## src/rtl/fetch_execute_controller_pkg.sv

```systemverilog
// Shared definitions for the fetch/decode/execute sequencer:
// state encoding, instruction field layout and opcode constants.
package fetch_execute_controller_pkg;

  localparam int unsigned INSTR_W = 6;
  localparam int unsigned OPC_MSB = 5;
  localparam int unsigned OPC_LSB = 2;
  localparam int unsigned OPC_W   = OPC_MSB - OPC_LSB + 1;

  localparam logic [OPC_W-1:0] OP_ALU_MAX = OPC_W'(6);
  localparam logic [OPC_W-1:0] OP_STORE   = OPC_W'(7);
  localparam logic [OPC_W-1:0] OP_HALT    = OPC_W'(15);

  typedef enum logic [2:0] {
    ST_IDLE    = 3'd0,
    ST_FETCH   = 3'd1,
    ST_DECODE  = 3'd2,
    ST_EXECUTE = 3'd3,
    ST_HALT    = 3'd4
  } state_t;

  function automatic logic [OPC_W-1:0] opcode_of(input logic [INSTR_W-1:0] instr);
    return instr[OPC_MSB:OPC_LSB];
  endfunction

endpackage

```

## src/rtl/fetch_execute_controller.sv

```systemverilog
// Instruction sequencer: fetches 6-bit words from program memory, latches them
// into the IR and issues one-cycle decode/execute strobes; fetch timeout halts.
module fetch_execute_controller
  import fetch_execute_controller_pkg::*;
#(
  parameter int unsigned ADDR_W        = 8,
  parameter int unsigned FETCH_TIMEOUT = 15
) (
  input  logic               clk,
  input  logic               rst,
  input  logic               run,
  input  logic               halt_req,
  output logic               prog_rd,
  output logic [ADDR_W-1:0]  prog_addr,
  input  logic [INSTR_W-1:0] prog_data,
  input  logic               prog_valid,
  output logic [INSTR_W-1:0] instruction,
  output logic               ir_valid,
  output logic               aku_load,
  output logic               reg_write,
  output logic               busy,
  output logic               halted,
  output logic               fetch_err
);

  localparam int unsigned CNT_W = $clog2(FETCH_TIMEOUT + 1);

  state_t               r_state;
  state_t               w_state_next;
  logic [ADDR_W-1:0]    r_pc;
  logic [INSTR_W-1:0]   r_ir;
  logic [CNT_W-1:0]     r_cnt;
  logic                 r_prog_rd;
  logic                 r_ir_valid;
  logic                 r_aku_load;
  logic                 r_reg_write;
  logic                 r_busy;
  logic                 r_halted;
  logic                 r_fetch_err;

  logic [OPC_W-1:0]     w_opc;
  logic                 w_cnt_hit;
  logic                 w_ir_load;
  logic                 w_pc_inc;
  logic                 w_cnt_clr;
  logic                 w_cnt_inc;
  logic                 w_err_set;
  logic                 w_prog_rd_nxt;
  logic                 w_ir_valid_nxt;
  logic                 w_aku_load_nxt;
  logic                 w_reg_write_nxt;
  logic                 w_busy_nxt;
  logic                 w_halted_nxt;

  assign w_opc     = opcode_of(r_ir);
  assign w_cnt_hit = (r_cnt == CNT_W'(FETCH_TIMEOUT - 1));

  // State register
  always_ff @(posedge clk or posedge rst) begin
    if (rst) begin
      r_state <= ST_IDLE;
    end else begin
      r_state <= w_state_next;
    end
  end

  // Next-state decode; output strobes are derived from the next state so they
  // come out of flops aligned with the state they belong to.
  always_comb begin
    w_state_next    = r_state;
    w_ir_load       = 1'b0;
    w_pc_inc        = 1'b0;
    w_cnt_clr       = 1'b0;
    w_cnt_inc       = 1'b0;
    w_err_set       = 1'b0;
    w_prog_rd_nxt   = 1'b0;
    w_ir_valid_nxt  = 1'b0;
    w_aku_load_nxt  = 1'b0;
    w_reg_write_nxt = 1'b0;
    w_busy_nxt      = 1'b0;
    w_halted_nxt    = 1'b0;

    case (r_state)
      ST_IDLE: begin
        if (run && !halt_req) begin
          w_state_next = ST_FETCH;
          w_cnt_clr    = 1'b1;
        end
      end
      ST_FETCH: begin
        if (prog_valid) begin
          w_ir_load    = 1'b1;
          w_state_next = ST_DECODE;
        end else begin
          w_cnt_inc = 1'b1;
          if (w_cnt_hit) begin
            w_state_next = ST_HALT;
            w_err_set    = 1'b1;
          end
        end
      end
      ST_DECODE: begin
        w_state_next = (w_opc == OP_HALT) ? ST_HALT : ST_EXECUTE;
      end
      ST_EXECUTE: begin
        w_pc_inc = 1'b1;
        if (halt_req || !run) begin
          w_state_next = ST_IDLE;
        end else begin
          w_state_next = ST_FETCH;
          w_cnt_clr    = 1'b1;
        end
      end
      ST_HALT: begin
        if (!run) begin
          w_state_next = ST_IDLE;
        end
      end
      default: begin
        w_state_next = ST_IDLE;
      end
    endcase

    w_prog_rd_nxt   = (w_state_next == ST_FETCH);
    w_ir_valid_nxt  = (w_state_next == ST_DECODE);
    w_aku_load_nxt  = (w_state_next == ST_EXECUTE) && (w_opc <= OP_ALU_MAX);
    w_reg_write_nxt = (w_state_next == ST_EXECUTE) && (w_opc == OP_STORE);
    w_busy_nxt      = (w_state_next == ST_FETCH) || (w_state_next == ST_DECODE) ||
                      (w_state_next == ST_EXECUTE);
    w_halted_nxt    = (w_state_next == ST_HALT);
  end

  // Datapath: program counter, instruction register, fetch wait counter
  always_ff @(posedge clk or posedge rst) begin
    if (rst) begin
      r_pc  <= '0;
      r_ir  <= '0;
      r_cnt <= '0;
    end else begin
      if (w_pc_inc) begin
        r_pc <= r_pc + ADDR_W'(1);
      end
      if (w_ir_load) begin
        r_ir <= prog_data;
      end
      if (w_cnt_clr) begin
        r_cnt <= '0;
      end else if (w_cnt_inc) begin
        r_cnt <= r_cnt + CNT_W'(1);
      end
    end
  end

  // Registered status outputs and strobes; fetch_err is sticky until reset
  always_ff @(posedge clk or posedge rst) begin
    if (rst) begin
      r_prog_rd   <= 1'b0;
      r_ir_valid  <= 1'b0;
      r_aku_load  <= 1'b0;
      r_reg_write <= 1'b0;
      r_busy      <= 1'b0;
      r_halted    <= 1'b0;
      r_fetch_err <= 1'b0;
    end else begin
      r_prog_rd   <= w_prog_rd_nxt;
      r_ir_valid  <= w_ir_valid_nxt;
      r_aku_load  <= w_aku_load_nxt;
      r_reg_write <= w_reg_write_nxt;
      r_busy      <= w_busy_nxt;
      r_halted    <= w_halted_nxt;
      r_fetch_err <= r_fetch_err | w_err_set;
    end
  end

  assign prog_rd     = r_prog_rd;
  assign prog_addr   = r_pc;
  assign instruction = r_ir;
  assign ir_valid    = r_ir_valid;
  assign aku_load    = r_aku_load;
  assign reg_write   = r_reg_write;
  assign busy        = r_busy;
  assign halted      = r_halted;
  assign fetch_err   = r_fetch_err;

endmodule

```

## config.mk

```make
export PLATFORM = sky130hd
export DESIGN_NAME = fetch_execute_controller
export DESIGN_NICKNAME = d
export VERILOG_FILES = /design/src/rtl/fetch_execute_controller_pkg.sv /design/src/rtl/fetch_execute_controller.sv
export SDC_FILE = /design/constraint.sdc
export NUM_CORES = 1
export LEC_CHECK = 0
export ABC_AREA = 1
export CORE_UTILIZATION = 48
export DETAILED_ROUTE_END_ITERATION = 10
export GPL_ROUTABILITY_DRIVEN = 0
export PLACE_DENSITY = 0.9
export SYNTH_ARGS = -nofsm -noshare
export SYNTH_HDL_FRONTEND = slang
export SYNTH_SLANG_ARGS = --single-unit
export TNS_END_PERCENT = 50
```

## constraint.sdc

```tcl
create_clock -name clk -period 1.5 [get_ports clk]
set_input_delay 0.15 -clock clk [delete_from_list [all_inputs] [get_ports clk]]
set_output_delay 0.15 -clock clk [all_outputs]
set_load 0.02 [all_outputs]
```

==> metrics.txt <==
Nets=between 200 and 250; Ys Warns=0; first-pass GRT wire length=~4300 um; total die area=2940 um^2; Total Wirelength=between 2000 and 3000 um; Pleak=just over 0.0009 uW; Post-route DRC=0; fmax=roughly 690 MHz; Setup Fix Bufs, Post-CTS=0; Setup crit end kind=primary output; CP required=about 1.4 ns; GR Overflow Total=0; cell family with most CP delay=buffers and inverters; Worst-path clk slew=0.15 ns; Port-buffer cells=31; main flop type after synthesis=dfrtp_1; CP startpoint kind=flop; Routed Antenna Nets=0; wire per inst=around 12 um; row cnt=18; status=finished clean; Hold Crit Class=primary input to asynchronous set/reset pin; critical-path cell list=clkdlybuf4s50_1; final core occ=approximately 68%; CP max-delay cell=clkdlybuf4s50_1; initial DRC count=24; Mapped Area=between 1000 and 1500 um^2; EDFF count, synth=0; die width=54.2 um; ys async rst share=100%; Initial Utilization=approximately half; ratio of cells with drive above 1 in the final layout=between 8 and 9%; H-tree Lvls=1; Worst-Skew Late Latency=0.32 ns; sequential share of the synthesized area=a little over half; vias in the first global route=about 1.1k; Pre-antenna DRT Iters=4; Setup TNS Final=0 ns; final period utilization=96.8%; DR vias=1125; Max-slew headroom=between 70% and 80%; VDD IR max=1180 uV; CTS tree=done; Die Ht=roughly 54 um; register bit total from synthesis=28; Pwr per Cell Area=approximately 1700 nW/um^2; Via density=roughly 5.2; Mapped Cells=151; clock root buffer=clkbuf_4; Setup Skew=~0.0056 ns; n_diodes=0; Slew Limit Fails=0; Netlist cell types=20; Final setup viols=0; clk buf depth=2; RSZ-0062 raised after global routing=no; Syn Nets=between 150 and 200; initial antenna violation count=0; crit path DAT=1.30 ns; worst slew pin tran=between 0.3 and 0.4 ns; Layout fillers=around 230; cts bufs inserted=3; top post-synthesis cells by count=nand2_1 (55), dfrtp_1 (28), nand3_1 (20), inv_1 (16), nor2_1 (6); I/O Pins=32; most frequent cell after synthesis=nand2_1; Post-DP HPWL=approximately 2000 um; Yosys top cell area share=a little over half; Crit path largest cell delay=0.60 ns; number of max-cap violations=0; post-layout min period=about 1.5 ns; area of the core=2520 um^2; gr usage total=~20%; top cell type by total area after synthesis=dfrtp_1; Buffers & Inverters on Critical Path=1; Fin. Hold Viols=0; Hold Buf Count CTS=0; total clock sinks=28; largest net degree at the start of global routing=29; Layout area overhead=30.3%; critical path class=flop to primary output; leading post-synthesis cells by cell area=dfrtp_1 (54%), nand2_1 (16%), nand3_1 (7.7%); mean post-synth cell area=8.66 um^2; Worst Path Max Fanout=2
[repair_timing]
item                       in CTS  in global routing
gates cloned                    0                  0
resized for setup              13                  1
setup endpoints to repair      12                  1
[where the power goes]
part / switching, uW / internal [uW]
Sequential: 261 / 985
Combinational: 657 / 441
Clock: 209 / 270
[tightest hold or removal path: cells and delay by family]
family	cells	cell delay (ns)
buf+inv	3	0.78
[cell families (layout without fill, tap and decap cells)]
family,after synthesis,after routing,synth area share (%)
simple gates,96,96,34.6
flops,28,28,53.6
buf+inv,18,54,5.17
xor+xnor,5,5,3.35
fa+ha+maj,3,3,2.87
compound gates,1,1,0.382
[cell type report]
class / instances / area, um^2 / area share [%]
multi-input cells: 105 / 539 / 31.6
repair buffers: 32 / 305 / 17.9
inverters: 18 / 67.6 / 3.96
well taps: 30 / 37.5 / 2.20
clock inverters: 1 / 30.0 / 1.76
flip-flops and latches: 28 / 702 / 41.2
clock buffers: 3 / 22.5 / 1.32
[registers in the layout, indices dropped and copies added (netlist names), 3 cells and up]
register     count
r_cnt            4
prog_addr        8
instruction      6
r_state          3
[cell usage in the layout, fill, tap and decap left out, types with 2 or more instances in the layout]
cell type | Yosys | layout
clkdlybuf4s50_1 | 0 | 18
nand2_1 | 55 | 55
nand3_2 | 2 | 2
inv_1 | 16 | 16
nand4_1 | 5 | 5
ha_1 | 3 | 3
inv_2 | 2 | 2
clkbuf_4 | 0 | 3
dfrtp_1 | 28 | 27
xor2_1 | 3 | 3
nor2_1 | 6 | 6
nand3_1 | 20 | 20
xnor2_1 | 2 | 2
dlygate4sd2_1 | 0 | 12
[final timing paths]
check	start	to	slack, ns	cells past startpoint
worst min-delay path	rst	instruction[3]	0.19	3
max in group asynchronous	rst	prog_addr[4]	1.04	3
worst max register to register	r_state[1]	r_state[2]	0.28	4
worst max-delay path	instruction[0]	instruction[0]	0.05	1
worst min register to register	fetch_err	fetch_err	0.50	2
min in group clk	prog_data[2]	instruction[2]	0.35	3
[per-layer routing]
metal / wire, um / part of all wire, % / GRT usage (%)
met1: 1050 / 41 / 21.7
met2: 1370 / 53 / 38.8
met3: 136 / 5.3 / 3.39
met4: 12 / 0.47 / 5.98
met5: 0 / 0 / 0
[per-stage QoR]
stage | power, uW | std cells | worst slack, ns | hold slack [ns] | instance area [um^2]
final | 2820 | 217 | 0.0473 | 0.189 | 1700
after global routing | 3000 | 217 | 0.00510 | 0.216 | 1700
after CTS | 2850 | 217 | 0.0326 | 0.198 | 1700
after detailed placement | 2440 | 213 | 0.221 | 0.470 | 1660
after global placement | 2380 | 213 | 0.272 | 0.460 | 1660
after floorplan | 1910 | 151 | 0.326 | 0.215 | 1310
No activity file was read; power rests on OpenSTA's default activity.
